--- src/rtl/simd_msg_feeder.sv ---
// simd_msg_feeder: feeds a 16-bit message stream into the SIMD-256 hash
// wrapper (init / load / zero pad / length block) and streams the digest out.
//
// Ports:
//   clk, rst_n                         clock, async active-low reset
//   s_data/s_keep/s_last/s_valid/s_ready   message word input stream
//   core_init/core_load/core_fetch/core_idata  requests to the wrapper
//   core_ack/core_odata                wrapper acknowledge and digest word
//   m_data/m_valid/m_last/m_ready      16-word digest output stream
//   busy, err                          message in flight, sticky ack timeout
// Parameter ACK_TIMEOUT: request cycles without ack before err (0 = off).
// Macro SIMD_FEED_DIGEST_BUF_EN: buffer all 16 digest words before output;
// otherwise each fetch waits for the previous word to leave downstream.

module simd_msg_feeder #(
    parameter int ACK_TIMEOUT = 4095
) (
    input  logic        clk,
    input  logic        rst_n,
    input  logic [15:0] s_data,
    input  logic [1:0]  s_keep,
    input  logic        s_last,
    input  logic        s_valid,
    output logic        s_ready,
    output logic        core_init,
    output logic        core_load,
    output logic        core_fetch,
    output logic [15:0] core_idata,
    input  logic        core_ack,
    input  logic [15:0] core_odata,
    output logic [15:0] m_data,
    output logic        m_valid,
    output logic        m_last,
    input  logic        m_ready,
    output logic        busy,
    output logic        err
);

    typedef enum logic [3:0] {
        IDLE, INIT, ACCEPT, LOAD, GAP, PAD, LEN, FETCH, FGAP, OUT
    } state_t;

    // Which dispatch state a LOAD/GAP pair returns to.
    typedef enum logic [1:0] {
        SRC_DATA, SRC_PAD, SRC_LEN
    } src_t;

    state_t      state, state_n;
    src_t        src, src_n;
    logic [63:0] bitlen, bitlen_n;
    logic [4:0]  wcnt, wcnt_n;
    logic [3:0]  dcnt, dcnt_n;
    logic [3:0]  dnext;
    logic        last, last_n;
    logic [15:0] idata_n, mdata_n;
    logic        mlast_n, busy_n, err_n, req_n;
    logic [31:0] tcnt, tcnt_n;
    logic [15:0] kept, len_word;
    logic [63:0] add_bits;

    assign kept = {s_keep[1] ? s_data[15:8] : 8'h00,
                   s_keep[0] ? s_data[7:0]  : 8'h00};

    // Byte count (0..2) times 8.
    assign add_bits = {59'd0, s_keep[1] & s_keep[0],
                       s_keep[1] ^ s_keep[0], 3'b000};

    // The length block reuses wcnt as its word index; words 0..3 carry bitlen.
    assign len_word = (wcnt[4:2] == 3'd0) ?
                      bitlen[{wcnt[1:0], 4'b0000} +: 16] : 16'h0000;

    assign dnext = dcnt + 4'd1;

`ifdef SIMD_FEED_DIGEST_BUF_EN
    logic [15:0] dbuf [16];

    always_ff @(posedge clk or negedge rst_n) begin
        if (!rst_n) begin
            for (int i = 0; i < 16; i++) dbuf[i] <= '0;
        end else if (state == FETCH && core_ack) begin
            dbuf[dcnt] <= core_odata;
        end
    end
`endif

    always_comb begin
        state_n  = state;
        src_n    = src;
        bitlen_n = bitlen;
        wcnt_n   = wcnt;
        dcnt_n   = dcnt;
        last_n   = last;
        idata_n  = core_idata;
        mdata_n  = m_data;
        mlast_n  = m_last;
        busy_n   = busy;
        unique case (state)
            IDLE: begin
                if (s_valid) state_n = INIT;
            end
            INIT: begin
                bitlen_n = '0;
                wcnt_n   = '0;
                dcnt_n   = '0;
                last_n   = 1'b0;
                src_n    = SRC_DATA;
                state_n  = ACCEPT;
            end
            ACCEPT: begin
                if (s_valid && s_ready) begin
                    busy_n   = 1'b1;
                    bitlen_n = bitlen + add_bits;
                    last_n   = s_last;
                    idata_n  = kept;
                    if (s_last && s_keep == 2'b00)
                        state_n = (wcnt != 5'd0) ? PAD : LEN;
                    else
                        state_n = LOAD;
                end
            end
            LOAD: begin
                if (core_ack) begin
                    wcnt_n  = wcnt + 5'd1;
                    state_n = GAP;
                end
            end
            GAP: begin
                unique case (src)
                    SRC_DATA: begin
                        if (!last)               state_n = ACCEPT;
                        else if (wcnt != 5'd0)   state_n = PAD;
                        else                     state_n = LEN;
                    end
                    SRC_PAD: state_n = (wcnt != 5'd0) ? PAD : LEN;
                    default: state_n = (wcnt != 5'd0) ? LEN : FETCH;
                endcase
            end
            PAD: begin
                src_n   = SRC_PAD;
                idata_n = 16'h0000;
                state_n = LOAD;
            end
            LEN: begin
                src_n   = SRC_LEN;
                idata_n = len_word;
                state_n = LOAD;
            end
`ifdef SIMD_FEED_DIGEST_BUF_EN
            FETCH: begin
                if (core_ack) begin
                    dcnt_n  = dnext;
                    state_n = FGAP;
                end
            end
            FGAP: begin
                // dcnt wraps to 0 once all 16 words are buffered.
                if (dcnt == 4'd0) begin
                    mdata_n = dbuf[0];
                    mlast_n = 1'b0;
                    state_n = OUT;
                end else begin
                    state_n = FETCH;
                end
            end
            OUT: begin
                if (m_valid && m_ready) begin
                    dcnt_n  = dnext;
                    mlast_n = 1'b0;
                    if (dcnt == 4'd15) begin
                        busy_n  = 1'b0;
                        state_n = IDLE;
                    end else begin
                        mdata_n = dbuf[dnext];
                        mlast_n = (dcnt == 4'd14);
                    end
                end
            end
`else
            FETCH: begin
                if (core_ack) begin
                    mdata_n = core_odata;
                    mlast_n = (dcnt == 4'd15);
                    state_n = OUT;
                end
            end
            FGAP: begin
                state_n = FETCH;
            end
            OUT: begin
                if (m_valid && m_ready) begin
                    dcnt_n  = dnext;
                    mlast_n = 1'b0;
                    if (dcnt == 4'd15) begin
                        busy_n  = 1'b0;
                        state_n = IDLE;
                    end else begin
                        state_n = FGAP;
                    end
                end
            end
`endif
            default: state_n = IDLE;
        endcase
    end

    // tcnt is the number of cycles the request will have been held in the
    // next cycle, so err rises in the cycle the limit is reached.
    always_comb begin
        req_n = (state_n == LOAD) || (state_n == FETCH);
        if (!req_n)
            tcnt_n = '0;
        else if (state_n != state)
            tcnt_n = 32'd1;
        else if (tcnt != '1)
            tcnt_n = tcnt + 32'd1;
        else
            tcnt_n = tcnt;
        err_n = err;
        if (ACK_TIMEOUT != 0 && req_n && tcnt_n >= 32'(ACK_TIMEOUT))
            err_n = 1'b1;
    end

    always_ff @(posedge clk or negedge rst_n) begin
        if (!rst_n) begin
            state      <= IDLE;
            src        <= SRC_DATA;
            bitlen     <= '0;
            wcnt       <= '0;
            dcnt       <= '0;
            last       <= 1'b0;
            tcnt       <= '0;
            s_ready    <= 1'b0;
            core_init  <= 1'b0;
            core_load  <= 1'b0;
            core_fetch <= 1'b0;
            core_idata <= '0;
            m_valid    <= 1'b0;
            m_data     <= '0;
            m_last     <= 1'b0;
            busy       <= 1'b0;
            err        <= 1'b0;
        end else begin
            state      <= state_n;
            src        <= src_n;
            bitlen     <= bitlen_n;
            wcnt       <= wcnt_n;
            dcnt       <= dcnt_n;
            last       <= last_n;
            tcnt       <= tcnt_n;
            s_ready    <= (state_n == ACCEPT);
            core_init  <= (state_n == INIT);
            core_load  <= (state_n == LOAD);
            core_fetch <= (state_n == FETCH);
            core_idata <= idata_n;
            m_valid    <= (state_n == OUT);
            m_data     <= mdata_n;
            m_last     <= mlast_n;
            busy       <= busy_n;
            err        <= err_n;
        end
    end

endmodule

--- config.mk ---
export PLATFORM = sky130hd
export DESIGN_NAME = simd_msg_feeder
export DESIGN_NICKNAME = d
export VERILOG_FILES = /design/src/rtl/simd_msg_feeder.sv
export SDC_FILE = /design/constraint.sdc
export NUM_CORES = 1
export LEC_CHECK = 0
export ABC_CLOCK_PERIOD_IN_PS = 2900
export CORE_UTILIZATION = 30
export DETAILED_ROUTE_END_ITERATION = 8
export DONT_BUFFER_PORTS = 1
export PLACE_DENSITY = 0.52
export SKIP_LAST_GASP = 1
export SLEW_MARGIN = 20
export SYNTH_ARGS = -nofsm -noshare
export SYNTH_HDL_FRONTEND = slang
export SYNTH_SLANG_ARGS = --single-unit
--- constraint.sdc ---
create_clock -name clk -period 2.9 [get_ports clk]
set_input_delay 0.58 -clock clk [delete_from_list [all_inputs] [get_ports clk]]
set_output_delay 0.58 -clock clk [all_outputs]
set_load 0.02 [all_outputs]
==> results of run 1 <==
-- routing by layer --
metal	part of all wire (%)	vias up
met5	0	-
met4	2.2	0
met3	2.8	17
met2	47	81
met1	48	2976
li1	-	2994
-- cell type report --
type | count | area, sq um | area share [%]
Inverter | 15 | 56.30 | 0.6164
Sequential cell | 149 | 3729 | 40.82
Timing Repair Buffer | 38 | 297.8 | 3.260
Clock inverter | 15 | 133.9 | 1.466
Tap cell | 335 | 419.2 | 4.588
Multi-Input combinational cell | 637 | 4074 | 44.60
Clock buffer | 17 | 425.4 | 4.657
-- synthesized netlist by cell type, drive strengths merged (10+ instances only) --
master,count
a21oi,61
and3,19
and4,11
buf,10
clkbuf,22
dfrtp,149
inv,15
mux2,16
mux4,13
nand2,62
nand3,42
nand4,32
nor2,135
nor2b,16
nor3,18
o21ai,29
or3,15
xnor2,30
xor2,49
-- flip-flops by register name, summed over array words and instances, names as in the netlist --
| name | cells |
|---|---|
| m_data | 16 |
| err | 1 |
| core_fetch | 1 |
| last | 1 |
| src | 2 |
| state | 4 |
| bitlen | 61 |
| dcnt | 4 |
| core_idata | 16 |
| core_init | 1 |
| s_ready | 1 |
| wcnt | 5 |
| tcnt | 32 |
| busy | 1 |
| core_load | 1 |
| m_last | 1 |
| m_valid | 1 |
-- power by group through the flow --
stage	Clock (uW)	Combinational, uW	Sequential, uW
after global routing	2260	1710	3050
after global placement	0	1540	3030
after detailed placement	0	1550	3040
after CTS	2180	1550	3000
final	2130	1530	2990
after floorplan	0	1140	2950
-- final timing paths --
path	cells after the start	slack [ps]	startpoint	to
setup / recovery	9	220	tcnt[0]	err
hold / removal	0	-150	rst_n	core_idata[9]
setup reg to reg	9	220	tcnt[0]	err
hold reg to reg	2	530	last	last
max in group asynchronous	0	2780	rst_n	bitlen[46]
min in group clk	1	300	core_odata[10]	m_data[10]
-- kinds of logic (layout without fill, tap and decap cells) --
logic type	Yosys count	count (layout)	share of synthesized area, %
compound gates	127	127	9.543
xor+xnor	79	79	8.694
fa+ha+maj	9	9	1.509
buf+inv	47	85	2.279
flops	149	149	46.85
mux	35	35	6.697
simple gates	387	387	24.43
-- what timing repair did --
action / in CTS / in global routing
gates resized for setup: 0 / 3
buffers inserted: 0 / 0
endpoints found under the hold margin: 149 / 149
setup endpoints to repair: 0 / 1
-- through the flow --
stage                     setup slack (ps)  util (%)
after detailed placement             13.81     32.83
after global placement               33.44     32.83
after global routing                 2.929     35.06
after CTS                            150.2     34.98
after floorplan                      145.1         -
final                                223.9     35.06
-- worst max-delay path, stage by stage, from the launching register on --
cell	delay, ps
dfrtp_1	380
ha_1	210
nand4_2	150
or2_1	330
o41ai_4	430
xor2_1	180
nor2_1	70
a2111o_1	380
nor4_1	260
nand4_1	140
==> out/results.txt, run 1 <==
Outcome: finished, violations left
Failing checks: negative hold slack
Max-slew violations: 0
Sequential share of power: 45.0%
Post-Syn Area: 0.007959 sq mm
Setup TNS: 0 ps
Die area: 0.02719 sq mm
Req. time, crit path: 3180 ps
Clock group share of total power: 32.0%
Row Count: 59
EDFF count, synth: 0
Initial antenna violation count: 0
DP Cell Count: 1174
Hpwl dp: 13.90 mm
Worst setup SP type: flip-flop
Post-layout instance area: 0.009135 sq mm
RSZ-0062 raised after global routing: no
Post-Route Skew: 7.897 ps
Async S/R FF share, synth: 100.0%
Worst-Margin Slew: 799.2 ps
Post-layout minimum cycle time: 2676 ps
Power share of the combinational group: 23.0%
Pint: 4178 uW
Clock Path Buffers: 2
Total CTS buffers: 17
Syn. warnings: 0
Die W: 164.9 um
Clk_lat worst skew: 430 ps
Antenna diodes: 0
Clk slew on worst S/H paths: 70 ps
Most frequent cells in the layout: 149 x dfrtp_1, 134 x nor2_1, 62 x nand2_1
H-tree level count: 4
Hold WS: -147.8 ps
First-pass DRT Iterations: 4
Final GP Congestion: 0.8085
Final hold vios: 149
Yosys top cell by area: dfrtp_1
Area growth, synth to finish: 14.78%
Fillers: 2673
Number of nets in the layout: 907
Sw frac: 37.15%
Register area share after synthesis: 46.85%
Largest net degree at the start of global routing: 150
Post-synth top flop: dfrtp_1
Vias/cell: 5.032
Area of placed instances: 0.008556 sq mm
Worst EP arrival: 2950 ps
M1 GR Usage: 20.39%
Root Buffer: clkbuf_16
Power, Total: 6648 uW
Top-level I/O count: 80
Post-DR wirelength/cell: 16.13 um
Worst vdd ir: 399.3 uV
Remaining antenna violation count: 0
Tot GR Track Use: 14.87%
First-pass GRT wire length: 31.25 mm
Core area: 0.02606 sq mm
Leak Pwr: 0.003812 uW
Mapped Cells: 833
Crit Path Max Fanout: 4
MaxCap Viol Count: 0
PortBufs: 0
Clock Sinks: 149
FMAX: 0.3737 GHz
Avg Cell Area, Syn: 9.554 sq um
PwrDens: 727.7 mW/mm^2
Grt met3 use: 2.662%
Slew HR: 46.36%
Met2 Usage GRT: 23.26%
Initial Utilization: 30.54%
Final Setup Violations: 0
Drt drc: 0
Vias in the first global route: 5839
Grt peak-use layer: met2
Post-synth cell types: 61
Hold WC Path Type: input port to async pin
Layout cells sized above 1: 12.97%
Routed wire length: 19.46 mm
Period utilisation layout: 92.28%
Post-route insts no fill: 1206
Commonest non-fill, non-tap cell in the layout: dfrtp_1
Kind of critical path: flip-flop to flip-flop
CTS tree: yes
GRT overflow: 0
Mapped Nets: 882
Setup crit end kind: flip-flop
1st-iter DRT viols: 400
Die Y: 164.9 um
Yosys reg bits: 149
Psw: 2469 uW
Main area contributors after synthesis: dfrtp_1 47%, nor2_1 6.3%, xor2_1 5.4%
Via Count: 6068
Post-synth top area share: 46.85%
Power figures use the tool's default switching activity.
==> run 2, diff against run 1 <==
--- a/config.mk
+++ b/config.mk
@@ -10,4 +10,5 @@
 export DETAILED_ROUTE_END_ITERATION = 8
 export DONT_BUFFER_PORTS = 1
+export MAX_ROUTING_LAYER = met4
 export PLACE_DENSITY = 0.52
 export SKIP_LAST_GASP = 1
==> constraint.sdc (replaced) <==
create_clock -name clk -period 2.9 [get_ports clk]
set_input_delay 0.145 -clock clk [delete_from_list [all_inputs] [get_ports clk]]
set_output_delay 0.145 -clock clk [all_outputs]
set_load 0.02 [all_outputs]
==> run 2 against run 1 <==
The flow still finishes with violations (negative hold slack). Clock power is 3% higher. Combinational power rose by 5%. Critical path depth shrank 1. Flip-flop and latch count did not move. Maximum frequency decreased by 0.34%. Non-clock buffer count is 28 higher. Worst setup slack got worse by 9.2 ps. Die area is the same. Critical path type unchanged. Critical endpoint is now bitlen[63].
==> out/results.txt, run 2 (synthesis gave the netlist of run 1 again) <==
Slew HR: 45.36%
Largest net degree at the start of global routing: 150
Hold-fix buffer count after cts: 36
Initial Utilization: 30.54%
Setup TNS: 0 ps
Clock Path Buffers: 2
Clk_lat worst skew: 430 ps
Max-slew violations: 0
Top delay family on crit path: simple AND/OR/NAND/NOR gates
Post-Route Skew: 10.78 ps
DP Cell Count: 1166
Worst vdd ir: 448.7 uV
Root Buffer: clkbuf_16
Hpwl dp: 13.95 mm
Crit Path Max Fanout: 11
Failing checks: negative hold slack
First-pass GRT wire length: 32.37 mm
Leak Pwr: 0.003914 uW
Fillers: 2638
Period utilisation layout: 92.60%
Kind of critical path: flip-flop to flip-flop
Hold WC Path Type: input port to async pin
Core area: 0.02606 sq mm
Largest register FFs: 61
Worst-Margin Slew: 814.1 ps
Final GP Congestion: 0.8318
Critical-path cell list: and2b_1, o2111ai_1, nor4_1, nand4_1, nor2_1, nand4_1, xor2_1, nor2_1
Final Setup Violations: 0
Via Count: 6263
PortBufs: 0
Post-route insts no fill: 1234
Vias/cell: 5.075
Die area: 0.02719 sq mm
Worst setup SP type: flip-flop
Die W: 164.9 um
Initial antenna violation count: 0
Clock Sinks: 149
RSZ-0062 raised after global routing: no
CTS tree: yes
Tot GR Track Use: 15.78%
Number of nets in the layout: 935
Remaining antenna violation count: 0
Vias in the first global route: 6031
Row Count: 59
Top-level I/O count: 80
Util after Layout: 36.21%
Clk slew on worst S/H paths: 70 ps
Worst EP arrival: 2990 ps
Slowest CP cell: dfrtp_1
Setup crit end kind: flip-flop
GRT overflow: 0
Area growth, synth to finish: 18.57%
Hold WS: -597.4 ps
Req. time, crit path: 3210 ps
Top flop regs: bitlen (61), tcnt (32)
Bufs and invs on worst path: 0
Commonest non-fill, non-tap cell in the layout: dfrtp_1
Drt drc: 0
Total CTS buffers: 17
MaxCap Viol Count: 0
PwrDens: 718.7 mW/mm^2
Post-layout minimum cycle time: 2685 ps
Die Y: 164.9 um
H-tree level count: 4
Crit path largest cell delay: 500 ps
1st-iter DRT viols: 386
Outcome: finished, violations left
Post-DR wirelength/cell: 16.24 um
Most frequent cells in the layout: 149 x dfrtp_1, 134 x nor2_1, 62 x nand2_1
Layout cells sized above 1: 11.79%
FMAX: 0.3724 GHz
Routed wire length: 20.04 mm
Antenna diodes: 0
Most flops, register: bitlen
First-pass DRT Iterations: 6
Final hold vios: 149
-- run 2: cell types whose count changed in the layout (fill, tap and decap cells not counted), sizes merged --
cell	previous run	this run
dlygate4sd3	0	36
buf	38	30
clkinv	2	4
clkinvlp	2	0
-- run 2: worst register-to-register path, cell delays in order, from the launching register on --
cell and delay (ps):
dfrtp_1 500, and2b_1 320, o2111ai_1 300, nor4_1 490
nand4_1 230, nor2_1 370, nand4_1 160, xor2_1 150
nor2_1 50
-- run 2: layer usage --
layer / vias to the layer above / global-route usage, % / wire length, um
li1: 3050 / - / -
met1: 3078 / 21.53 / 9684
met2: 111 / 23.66 / 9280
met3: 24 / 2.687 / 751
met4: 0 / 5.171 / 318
met5: - / - / 0
-- run 2: what timing repair did --
| action | 4_1_cts | 5_1_grt |
|---|---|---|
| resized for setup | 0 | 1 |
| endpoints found under the setup margin | 0 | 1 |
| endpoints found under the hold margin | 187 | 149 |
| buffers inserted | 0 | 0 |
-- run 2: worst paths after layout --
kind	slack, ps	cells past startpoint	startpoint	end
max	210	8	state[1]	bitlen[63]
min	-600	0	rst_n	bitlen[12]
max reg2reg	210	8	state[1]	bitlen[63]
min reg2reg	540	2	last	last
max in group asynchronous	3310	0	rst_n	tcnt[11]
min in group clk	50	2	s_valid	busy
-- run 2: power breakdown --
part           switching [uW]  internal [uW]
sequential                566           2420
combinational             942            662
clock                    1040           1150
total                    2550           4230
-- run 2: layout make-up --
type / instances / area, sq um / share of cell area [%]
clock buffer: 17 / 425.4 / 4.508
sequential: 149 / 3729 / 39.51
multi-input combinational: 637 / 4056 / 42.99
timing repair buffer: 66 / 598.1 / 6.338
tap: 335 / 419.2 / 4.442
inverter: 15 / 56.30 / 0.5967
clock inverter: 15 / 152.6 / 1.618
-- run 2: stage by stage --
stage                     hold WS [ps]  area [sq um]  setup WS (ps)  total power (uW)
after floorplan                 -150.6          7959          145.1              4087
after global routing            -612.7          9437          25.15              7142
after global placement          -143.6          8496          248.3              4583
after CTS                       -607.1          9434          221.7              6848
after detailed placement        -143.6          8496          226.6              4597
final                           -597.4          9437          214.7              6782
